### config.mk
export PLATFORM = sky130hd
export DESIGN_NAME = fifo_block_packer
export DESIGN_NICKNAME = d
export VERILOG_FILES = /design/src/rtl/fifo_block_packer.sv
export SDC_FILE = /design/constraint.sdc
export NUM_CORES = 1
export LEC_CHECK = 0
export CAP_MARGIN = 20
export CORE_ASPECT_RATIO = 0.9
export CORE_MARGIN = 3
export CORE_UTILIZATION = 44
export DETAILED_ROUTE_END_ITERATION = 16
export PLACE_DENSITY = 0.74
export SETUP_SLACK_MARGIN = 0.4
export SYNTH_ARGS = -nofsm -noshare
export SYNTH_HDL_FRONTEND = slang
export SYNTH_SLANG_ARGS = --single-unit
### constraint.sdc
create_clock -name clk -period 1.9 [get_ports clk]
set_input_delay 0.19 -clock clk [delete_from_list [all_inputs] [get_ports clk]]
set_output_delay 0.19 -clock clk [all_outputs]
set_load 0.02 [all_outputs]
### src/rtl/fifo_block_packer.sv
// Pops words from an upstream FIFO and packs them into NB-word blocks; flush closes a partial block.
// Define FIFO_BLOCK_PACKER_PAD_EN to mark the first pad word with its MSB set (0x80-style padding).
module fifo_block_packer #(
  parameter int DW = 8,
  parameter int NB = 16,
  localparam int CW = $clog2(NB) + 1
) (
  input  logic            clk,
  input  logic            arst_n,
  input  logic [DW-1:0]   fifo_dout,
  input  logic            fifo_empty,
  output logic            fifo_pop,
  input  logic            flush,
  output logic [DW*NB-1:0] blk_data,
  output logic            blk_valid,
  input  logic            blk_ready,
  output logic [CW-1:0]   blk_cnt,
  output logic            blk_partial,
  output logic            busy
);

  localparam logic [1:0] FILL = 2'd0;
  localparam logic [1:0] PAD  = 2'd1;
  localparam logic [1:0] OUT  = 2'd2;

  localparam logic [CW-1:0] LAST = CW'(NB - 1);
  localparam logic [CW-1:0] FULL = CW'(NB);

  logic [1:0]    state;
  logic [CW-1:0] wcnt;
  logic [CW-1:0] wcnt_inc;
  logic [DW-1:0] pad_word;
  logic [DW-1:0] wr_word;
  logic          wr_en;

  assign wcnt_inc = wcnt + CW'(1);

  // The pop strobe is gated by reset so it drops the instant arst_n falls.
  assign fifo_pop  = arst_n & (state == FILL) & ~fifo_empty;
  assign blk_valid = (state == OUT);
  assign busy      = (state != FILL);

`ifdef FIFO_BLOCK_PACKER_PAD_EN
  // blk_cnt holds k during PAD, so index k is the first pad slot.
  assign pad_word = (wcnt == blk_cnt) ? {1'b1, {(DW-1){1'b0}}} : '0;
`else
  assign pad_word = '0;
`endif

  assign wr_en   = fifo_pop | (state == PAD);
  assign wr_word = (state == PAD) ? pad_word : fifo_dout;

  always_ff @(posedge clk or negedge arst_n) begin
    if (!arst_n) begin
      state       <= FILL;
      wcnt        <= '0;
      blk_data    <= '0;
      blk_cnt     <= '0;
      blk_partial <= 1'b0;
    end else begin
      if (wr_en) begin
        for (int i = 0; i < NB; i++) begin
          if (wcnt == CW'(i)) blk_data[i*DW +: DW] <= wr_word;
        end
      end
      case (state)
        FILL: begin
          if (fifo_pop && (wcnt == LAST)) begin
            state       <= OUT;
            wcnt        <= '0;
            blk_cnt     <= FULL;
            blk_partial <= 1'b0;
          end else if (flush && (fifo_pop || (wcnt != '0))) begin
            // Any word popped alongside the flush belongs to the closing block.
            state       <= PAD;
            wcnt        <= fifo_pop ? wcnt_inc : wcnt;
            blk_cnt     <= fifo_pop ? wcnt_inc : wcnt;
            blk_partial <= 1'b1;
          end else if (fifo_pop) begin
            wcnt <= wcnt_inc;
          end
        end
        PAD: begin
          if (wcnt == LAST) begin
            state <= OUT;
            wcnt  <= '0;
          end else begin
            wcnt <= wcnt_inc;
          end
        end
        OUT: begin
          if (blk_ready) state <= FILL;
        end
        default: state <= FILL;
      endcase
    end
  end

endmodule

==> flow_summary.toml <==
[outcome]
status = "finished, violations left"
violations = "negative hold slack"

[power]
swShare = 0.398
power.density_nw_per_um2 = 1610
ir_drop_mv = 1.07
intPower_mw = 9.30
power_frac_comb = 0.480
p_leak_nw = 4.74
p_sw_mw = 6.14
p_clk_frac = 0.217
p_seq_frac = 0.303
report.power.total_mw = 15.4

[clock_tree]
cts_made_buffers = 17
clk_pin_slew_ns = 0.06
worstSkewPairLatency_ns = 0.42
h-tree-depth = 4
cts_tree = "yes"
cts_sinks = 141
clk_path_buf_depth = 2
root_buffer = "clkbuf_16"

[sta]
rsz0062_at_grt = "yes"
drv_slew = 0
hold_viol_final = 90
relSlewSlack = 0.484
period_share = 0.971
final.setup.tns_ns = 0
worst_slew_pin_slew_ns = 0.774
min_period_ns = 1.84
setup_viol = 0
finClkSkew_ns = 0.00733
fmax_mhz = 542
fin_ws_ns = 0.0556
whs_ns = -0.445

[worst_setup_path]
critPathLaunchType = "flop"
path_max_fanout = 8
critPathCaptureType = "flop"
crit_required_ns = 2.24
crit_chain = "or4b_4 -> clkinv_8 -> buf_8 -> mux2i_2 -> and4bb_1 -> o21ai_1"
critPathSlowestCell = "or4b_4"
arrival_ns = 2.18
path_class = "reg -> reg"
slowest_delay_ns = 0.56

[drt]
vias = 4878
first_pass_iters = 5
wl_per_cell_um = 24.1
drt_first_iter_violations = 343
final_antenna_net_count = 0
drc = 0
vias_per_cell = 5.69
routed_wl_um = 20600

[worst_hold_path]
hold_class = "in -> async"

[global_routing]
grt_pass1_vias = 4929
grt_pass1_wl_um = 28700
grt_max_degree = 141
antenna_found_initial = 0
grt-ovfl-total = 0
gr-usage-all-layers = 0.261

[synthesis]
syn_avg_cell_area_um2 = 12.5
synthArstFlopShare = 1.00
synth_xor_area_frac = 0.00308
netlist_area_um2 = 5680
synth-warning-count = 0
yosysSeqAreaShare = 0.621
yosys_register_bits = 141
synth-compound-area-share = 0.0975
synth_top_family_by_area = "multiplexers"
synth-simple-area-share = 0.0964
synth_ff_type = "dfrtp_1"
synth-adder-area-share = 0.0132
synth_cell_types = 43
synthesis.nets = 472
synth_edf_count = 0
synth_cells = 453
synth_mux_area_frac = 0.146

[finish]
drive_above_1_share = 0.469
num_antenna_cells = 0
final_nets = 703
area_growth_pct = 68.6
utilization = 0.778

[placed_design]
port_buffers = 149
dp_slack_ns = -0.152
hpwl_um = 10600
place_congestion = 0.803

[floorplan]
start_util = 0.462
row_count = 38
dieWidth_um = 126
io_pins = 150
die_area_um2 = 14300
core_area_um2 = 12300
die_h_um = 114

[flow_run]
cap_violations = 0
through the flow:
step                      instances  instance area [um2]
after floorplan                 453                 5840
after global placement          765                 7620
after detailed placement        765                 7620
after CTS                       838                 9000
after global routing            857                 9580
final                           857                 9580
metal layers:
layer / vias up / GRT usage / routed length (um)
li1: 2045 / - / -
met1: 2512 / 0.337 / 8350
met2: 265 / 0.422 / 10100
met3: 56 / 0.0791 / 1460
met4: 0 / 0.0965 / 730
met5: - / 0 / 0
final cells by class:
cell class              count  area, um2
repair buffers            230       2220
clock buffers              20        457
multi-input cells         285       2960
well taps                 160        200
clock inverters            12        135
fillers                   706       2730
flip-flops and latches    141       3530
inverters                   9       77.6
logic make-up (layout without fill, tap and decap cells):
logic type,after synthesis,in the layout
fa+ha+maj,6,6
simple gates,111,114
mux,74,74
flops,141,141
compound gates,89,89
xor+xnor,2,2
buf+inv,30,271
worst paths after layout:
path | startpoint | endpoint | slack [ns] | depth (start not counted)
max | state[0]$_DFFE_PN0P_ | blk_cnt[4]$_DFFE_PN0P_ | 0.06 | 6
min in group clk | blk_data[2]$_DFFE_PN0P_ | blk_data[2]$_DFFE_PN0P_ | 0.49 | 2
max reg2reg | state[0]$_DFFE_PN0P_ | blk_cnt[4]$_DFFE_PN0P_ | 0.06 | 6
max in group asynchronous | arst_n | wcnt[0]$_DFFE_PN0P_ | 1.35 | 2
min reg2reg | blk_data[2]$_DFFE_PN0P_ | blk_data[2]$_DFFE_PN0P_ | 0.49 | 2
min | arst_n | blk_partial$_DFFE_PN0P_ | -0.45 | 1
power by group through the flow:
stage                     registers (mW)  clock network [mW]  logic [mW]
after floorplan                     5.61                   0        1.95
after global routing                4.78                3.50        7.75
after global placement              4.57                   0        5.50
final                               4.68                3.34        7.41
after CTS                           4.55                3.35        6.30
after detailed placement            4.63                   0        5.60
state kept, by name (all words and copies together), names as in the netlist:
| name | cells |
|---|---|
| wcnt | 5 |
| blk_data | 128 |
| state | 2 |
| blk_cnt | 5 |
| blk_partial | 1 |
repair_timing:
| item | CTS | global route |
|---|---|---|
| resized for setup | 325 | 155 |
| setup endpoints to repair | 270 | 144 |
| buffers inserted | 32 | 19 |
| gates cloned | 9 | 0 |
| pin swaps | 19 | 41 |
| hold endpoints to repair | 141 | 48 |
cells in the mapped netlist, types with 2 or more instances:
cell / count / area (um2)
clkbuf_1: 16 / 60.1
mux2i_1: 2 / 20.0
nand2b_1: 3 / 18.8
mux2_1: 3 / 33.8
and2_1: 8 / 50.1
nor2b_1: 6 / 37.5
xnor2_1: 2 / 17.5
or2_2: 2 / 12.5
mux2_2: 69 / 777
nand2_1: 68 / 255
o21ai_0: 56 / 280
nor2_2: 8 / 50.1
dfrtp_1: 141 / 3530
buf_2: 4 / 20.0
ha_1: 6 / 75.1
inv_2: 2 / 7.51
o2bb2ai_1: 9 / 78.8
o2111ai_1: 6 / 52.6
a31oi_1: 2 / 12.5
inv_1: 6 / 22.5
o2111ai_2: 2 / 30.0
a21oi_1: 5 / 25.0
nor2_1: 7 / 26.3
cells in the final DEF (no fill, tap or decap), types with 11 or more instances in the layout:
| cell | netlist | final |
|---|---|---|
| dfrtp_1 | 141 | 137 |
| dlygate4sd2_1 | 0 | 134 |
| mux2_4 | 0 | 71 |
| nand2_2 | 0 | 38 |
| o21ai_1 | 1 | 38 |
| buf_6 | 1 | 35 |
| buf_4 | 0 | 35 |
| nand2_1 | 68 | 21 |
| o21ai_2 | 1 | 18 |
| clkbuf_16 | 0 | 17 |
| nor2_4 | 0 | 11 |
| clkdlybuf4s50_1 | 0 | 11 |
worst max-delay path, delay by kind of cell, from the launching register on:
kind	cells	cell delay [ns]
multiplexers	1	0.25
buffers and inverters	2	0.19
AND/OR/NAND/NOR	2	0.78
flip-flops	1	0.42
AO/OA/AOI/OAI	1	0.13
Power figures use the tool's default switching activity.
